File: config.mk
export PLATFORM = sky130hd
export DESIGN_NAME = acc_result_streamer
export DESIGN_NICKNAME = d
export VERILOG_FILES = /design/src/rtl/acc_result_streamer_pkg.sv /design/src/rtl/acc_result_streamer_frame_slot_buffer.sv /design/src/rtl/acc_result_streamer.sv
export SDC_FILE = /design/constraint.sdc
export NUM_CORES = 1
export LEC_CHECK = 0
export BUFFER_PORTS_ARGS = -buffer_cell sky130_fd_sc_hd__clkbuf_2
export CAP_MARGIN = 20
export CORE_ASPECT_RATIO = 0.6
export CORE_UTILIZATION = 35
export CTS_BUF_LIST = sky130_fd_sc_hd__clkbuf_4 sky130_fd_sc_hd__clkbuf_8
export DETAILED_ROUTE_END_ITERATION = 10
export PLACE_DENSITY = 0.59
export SYNTH_ARGS = -nofsm -noshare
export SYNTH_HDL_FRONTEND = slang
export SYNTH_SLANG_ARGS = --single-unit
File: constraint.sdc
create_clock -name clk -period 8.1 [get_ports clk]
set_input_delay 0.405 -clock clk [delete_from_list [all_inputs] [get_ports clk]]
set_output_delay 0.405 -clock clk [all_outputs]
set_load 0.05 [all_outputs]
File: src/rtl/acc_result_streamer_pkg.sv
// Shared types for the accumulator result path.
// Result array layout and stream FSM states.
package acc_result_streamer_pkg;

  localparam int PRECISION_D    = 8;
  localparam int NUM_FEATURES_D = 1;
  localparam int M_D            = 6;

  typedef logic [PRECISION_D-1:0]
    result_arr_t [NUM_FEATURES_D][M_D];

  typedef enum logic {
    IDLE   = 1'b0,
    STREAM = 1'b1
  } strm_state_t;

endpackage

File: src/rtl/acc_result_streamer_frame_slot_buffer.sv
// Two-slot result frame storage: whole-frame write
// on wr_en, combinational element read by (slot, f, b).
module frame_slot_buffer
  import acc_result_streamer_pkg::*;
#(
  parameter int PRECISION    = 8,
  parameter int NUM_FEATURES = 1,
  parameter int M            = 6,
  parameter int FIW          = 1,
  parameter int BIW          = 3
) (
  input  logic                 clk,
  input  logic                 wr_en,
  input  logic                 wr_ptr,
  input  logic [PRECISION-1:0] wr_data [NUM_FEATURES][M],
  input  logic                 rd_ptr,
  input  logic [FIW-1:0]       rd_f,
  input  logic [BIW-1:0]       rd_b,
  output logic [PRECISION-1:0] rd_data
);

  logic [PRECISION-1:0] mem [2][NUM_FEATURES][M];

  always_ff @(posedge clk) begin
    if (wr_en) begin
      mem[wr_ptr] <= wr_data;
    end
  end

  assign rd_data = mem[rd_ptr][rd_f][rd_b];

endmodule

File: src/rtl/acc_result_streamer.sv
// Snapshots accumulator results into a double buffer
// and streams them one element per valid/ready beat.
module acc_result_streamer
  import acc_result_streamer_pkg::*;
#(
  parameter int PRECISION    = 8,
  parameter int NUM_FEATURES = 1,
  parameter int M            = 6,
  parameter int FRAMES       = 2,
  localparam int FW = $clog2(NUM_FEATURES) + 1,
  localparam int BW = $clog2(M) + 1
) (
  input  logic                 clk,
  input  logic                 rst,
  input  logic [PRECISION-1:0] acc_in [NUM_FEATURES][M],
  input  logic                 acc_done,
  output logic                 acc_clr,
  output logic [PRECISION-1:0] m_data,
  output logic [FW-1:0]        m_feature,
  output logic [BW-1:0]        m_bucket,
  output logic                 m_last,
  output logic                 m_valid,
  input  logic                 m_ready,
  output logic                 overrun,
  input  logic                 overrun_clr
);

  localparam int FIW =
    (NUM_FEATURES > 1) ? $clog2(NUM_FEATURES) : 1;
  localparam int BIW = (M > 1) ? $clog2(M) : 1;
  localparam logic [FIW-1:0] F_LAST =
    FIW'(NUM_FEATURES - 1);
  localparam logic [BIW-1:0] B_LAST = BIW'(M - 1);
  localparam logic [1:0] OCC_FULL = 2'(FRAMES);

  strm_state_t          state_q, state_d;
  logic [1:0]           occ_q, occ_d;
  logic                 wp_q, rp_q;
  logic [FIW-1:0]       f_q;
  logic [BIW-1:0]       b_q;
  logic                 acc_clr_q, overrun_q;
  logic                 last_elem, beat, fin;
  logic                 room, cap, drop;
  logic [PRECISION-1:0] rd_data;

  frame_slot_buffer #(
    .PRECISION    (PRECISION),
    .NUM_FEATURES (NUM_FEATURES),
    .M            (M),
    .FIW          (FIW),
    .BIW          (BIW)
  ) u_buf (
    .clk     (clk),
    .wr_en   (cap),
    .wr_ptr  (wp_q),
    .wr_data (acc_in),
    .rd_ptr  (rp_q),
    .rd_f    (f_q),
    .rd_b    (b_q),
    .rd_data (rd_data)
  );

  assign last_elem = (f_q == F_LAST) && (b_q == B_LAST);
  assign beat      = m_valid & m_ready;
  assign fin       = beat & last_elem;
  // A full buffer still has room when the frame being
  // read retires this cycle; the write lands in that
  // slot at the same edge the read moves on.
  assign room      = (occ_q != OCC_FULL) | fin;
  assign cap       = acc_done & room;
  assign drop      = acc_done & ~room;
  assign occ_d     = occ_q + {1'b0, cap} - {1'b0, fin};

  always_ff @(posedge clk or posedge rst) begin
    if (rst) begin
      state_q <= IDLE;
    end else begin
      state_q <= state_d;
    end
  end

  always_comb begin
    state_d = state_q;
    unique case (state_q)
      IDLE: begin
        if (occ_d != 2'd0) state_d = STREAM;
      end
      STREAM: begin
        if (fin) begin
          state_d = (occ_d != 2'd0) ? STREAM : IDLE;
        end
      end
      default: state_d = IDLE;
    endcase
  end

  always_comb begin
    m_valid   = (state_q == STREAM);
    m_data    = m_valid ? rd_data : '0;
    m_feature = m_valid ? FW'(f_q) : '0;
    m_bucket  = m_valid ? BW'(b_q) : '0;
    m_last    = m_valid & last_elem;
    acc_clr   = acc_clr_q;
    overrun   = overrun_q;
  end

  always_ff @(posedge clk or posedge rst) begin
    if (rst) begin
      occ_q     <= 2'd0;
      wp_q      <= 1'b0;
      rp_q      <= 1'b0;
      f_q       <= '0;
      b_q       <= '0;
      acc_clr_q <= 1'b0;
      overrun_q <= 1'b0;
    end else begin
      occ_q     <= occ_d;
      acc_clr_q <= cap;
      if (cap) wp_q <= ~wp_q;
      if (fin) rp_q <= ~rp_q;
      if (beat) begin
        if (last_elem) begin
          f_q <= '0;
          b_q <= '0;
        end else if (b_q == B_LAST) begin
          f_q <= f_q + 1'b1;
          b_q <= '0;
        end else begin
          b_q <= b_q + 1'b1;
        end
      end
      if (drop) begin
        overrun_q <= 1'b1;
      end else if (overrun_clr) begin
        overrun_q <= 1'b0;
      end
    end
  end

endmodule
==> results.py <==
metrics = {
    "yosys": {
        "synth_common_cells": "edfxtp_1, mux2i_1, nor2_1",
        "ys_async_sr_fraction": 0.103,
        "synth_area_leaders": "edfxtp_1, mux2i_1, dfrtp_1",
        "synth_most_common_cell": "edfxtp_1",
        "yosysUniqueCellTypes": 30,
        "postSynthAreaPerCell_um2": 17.4,
        "synth-seq-area-share": 0.744,
        "yosys.area.top_type_share": 0.679,
        "synth_warnings": 0,
        "syn_nets": 299,
        "syn_inst": 244,
        "yosysTopAreaCell": "edfxtp_1",
        "synth_area_um2": 4250,
        "synth_edf_count": 96,
        "synth_seq_cells": 107,
        "ys.flop_type": "edfxtp_1",
    },
    "global_routing": {
        "grt.busiest_layer": "met1",
        "grt_max_degree": 31,
        "antenna_found_initial": 0,
        "met1_usage": 0.211,
        "met3_usage": 0.0473,
        "met2_usage": 0.199,
        "gr-total-overflow": 0,
        "grt_util_all_layers": 0.143,
        "grt_pass1_vias": 2327,
        "grt_pass1_wl_um": 12800,
    },
    "timing": {
        "setup-tns-final_ns": 0,
        "max_freq_mhz": 294,
        "setup_slack_ns": 4.69,
        "skew_ns": 0.00989,
        "fin_crit_ns": 3.41,
        "setup_viol": 0,
        "tightest_slew_ns": 0.788,
        "fin_crit_sh": 0.421,
        "worst_slew_margin_rel": 0.475,
        "grt_setup_unrepaired": "no",
        "drv_slew": 0,
        "hold_viol": 0,
    },
    "cells_and_area": {
        "final_cell_area_um2": 4940,
        "area_delta_synth_final_pct": 16.4,
        "final_nets": 367,
        "antenna_cells": 0,
        "drive_gt1_frac": 0.315,
        "nFillCells": 1102,
        "final_util": 0.427,
    },
    "drt": {
        "ant_nets": 0,
        "drtPass1Iterations": 4,
        "wirelength_um": 8380,
        "vias_per_cell": 4.81,
        "dr_total_vias": 2296,
        "drt_iter0_markers": 119,
        "wl_per_cell_um": 17.6,
        "drc": 0,
    },
    "min_path": {
        "hp-class": "primary input to flop",
    },
    "flow_run": {
        "cap_violations": 0,
    },
    "setup_path": {
        "cp_max_fo": 30,
        "worstPathArrival_ns": 3.44,
        "crit_type": "flop to flop",
        "required_ns": 8.14,
        "cp-end-kind": "flop",
        "critPathLaunchType": "flop",
    },
    "floorplan": {
        "io_pins": 70,
        "rows": 30,
        "chipHeight_um": 87.3,
        "core-area_um2": 11600,
        "die_w_um": 144,
        "dieArea_um2": 12600,
        "initial_core_util": 0.367,
    },
    "clocking": {
        "cts_tree": "done",
        "clock-sinks": 107,
        "post-cts-setup-buffers": 0,
        "cts_made_buffers": 9,
        "cts_root_buf": "clkbuf_8",
        "cts_htree_levels": 3,
        "cts_buffer_depth": 2,
        "insertion_delay_ns": 0.38,
        "path_clk_slew_ns": 0.10,
    },
    "place": {
        "gp_congestion": 0.727,
        "dpl_cell_area_um2": 4730,
        "place_ws_ns": 4.64,
        "portBuffers": 68,
    },
    "outcome": {
        "status": "finished, final reports clean",
    },
    "power": {
        "p_leak_nw": 1.88,
        "peakVddDrop_v": 0.000116,
        "power_density_nw_per_um2": 384,
    },
}
[path summary, 6_finish.rpt]
kind	startpoint	endpoint	slack (ns)	cells past startpoint
worst max-delay path	b_q[0]	u_buf.mem[0][18]	4.69	5
worst min-delay path	acc_in[41]	u_buf.mem[0][41]	0.21	1
worst max register to register	b_q[0]	u_buf.mem[0][18]	4.69	5
worst min register to register	occ_q[1]	occ_q[1]	0.51	1
max in group asynchronous	rst	rp_q	7.25	3
min in group asynchronous	rst	overrun	0.54	3
[layout by cell type, fill, tap and decap left out, types with 3 or more instances in the layout]
cell type	synthesis	routed
xnor2_1	4	4
mux4_2	8	8
nor3_1	3	3
buf_4	4	3
o221ai_1	8	8
a211oi_1	8	8
inv_1	8	8
edfxtp_1	96	96
nand2b_1	4	4
dfrtp_1	11	10
nor2_1	12	10
o22ai_1	8	8
mux2i_1	32	32
clkbuf_2	0	68
and2_1	3	3
clkbuf_8	0	9
nand2_1	11	11
[state kept, by name, summed over array words and instances, names as in the netlist]
register	count
f_q	1
m_valid	1
u_buf.mem	96
occ_q	2
wp_q	1
acc_clr	1
rp_q	1
overrun	1
b_q	3
[through the flow]
stage          power, mW  std cells  hold WS, ns
3_3_place_gp        1.58        460        0.404
2_1_floorplan       1.41        244        0.257
5_1_grt             2.00        477        0.186
6_report            1.90        477        0.209
3_5_place_dp        1.59        460        0.411
4_1_cts             1.92        477        0.194
[timing repair]
action	CTS	global route
hold buffers	1	0
gates resized for setup	0	0
endpoints found under the hold margin	7	0
[power by group]
group | internal [mW] | leakage [nW] | total, mW | switching, mW
registers | 0.754 | 1.02 | 0.836 | 0.0820
clock network | 0.150 | 0.0984 | 0.332 | 0.182
logic | 0.229 | 0.758 | 0.728 | 0.498
total | 1.13 | 1.88 | 1.90 | 0.762
[logic make-up after synthesis]
kind of cell               Yosys count  synth area share
other                                1          0.000883
xor gates and xnor gates             5            0.0103
AOI/OAI and AO/OA                   30            0.0516
muxes                               40             0.118
buffers and inverters               23            0.0306
and+or+nand+nor                     36            0.0392
adders and majority gates            2           0.00589
DFF                                107             0.744
[worst max-delay path, stage by stage (launching register included)]
cell	delay, ns
dfrtp_1	0.69
nand2b_1	0.56
nor3_2	0.46
o21ai_1	0.30
nor2_4	0.54
buf_4	0.47
[final cells by class]
cell class | count | area, um^2 | area share
flip-flops and latches | 107 | 3160 | 0.639
repair buffers | 72 | 373 | 0.0755
clock inverters | 6 | 73.8 | 0.0149
well taps | 160 | 200 | 0.0405
clock buffers | 10 | 131 | 0.0266
multi-input cells | 114 | 973 | 0.197
inverters | 8 | 30.0 | 0.00608
[layer usage]
| metal | vias to the layer above | wire length, um |
|---|---|---|
| met5 | - | 0 |
| met4 | 0 | 34 |
| met3 | 4 | 485 |
| met2 | 65 | 3590 |
| met1 | 1148 | 4270 |
| li1 | 1079 | - |
(Power assumes the default switching activity.)
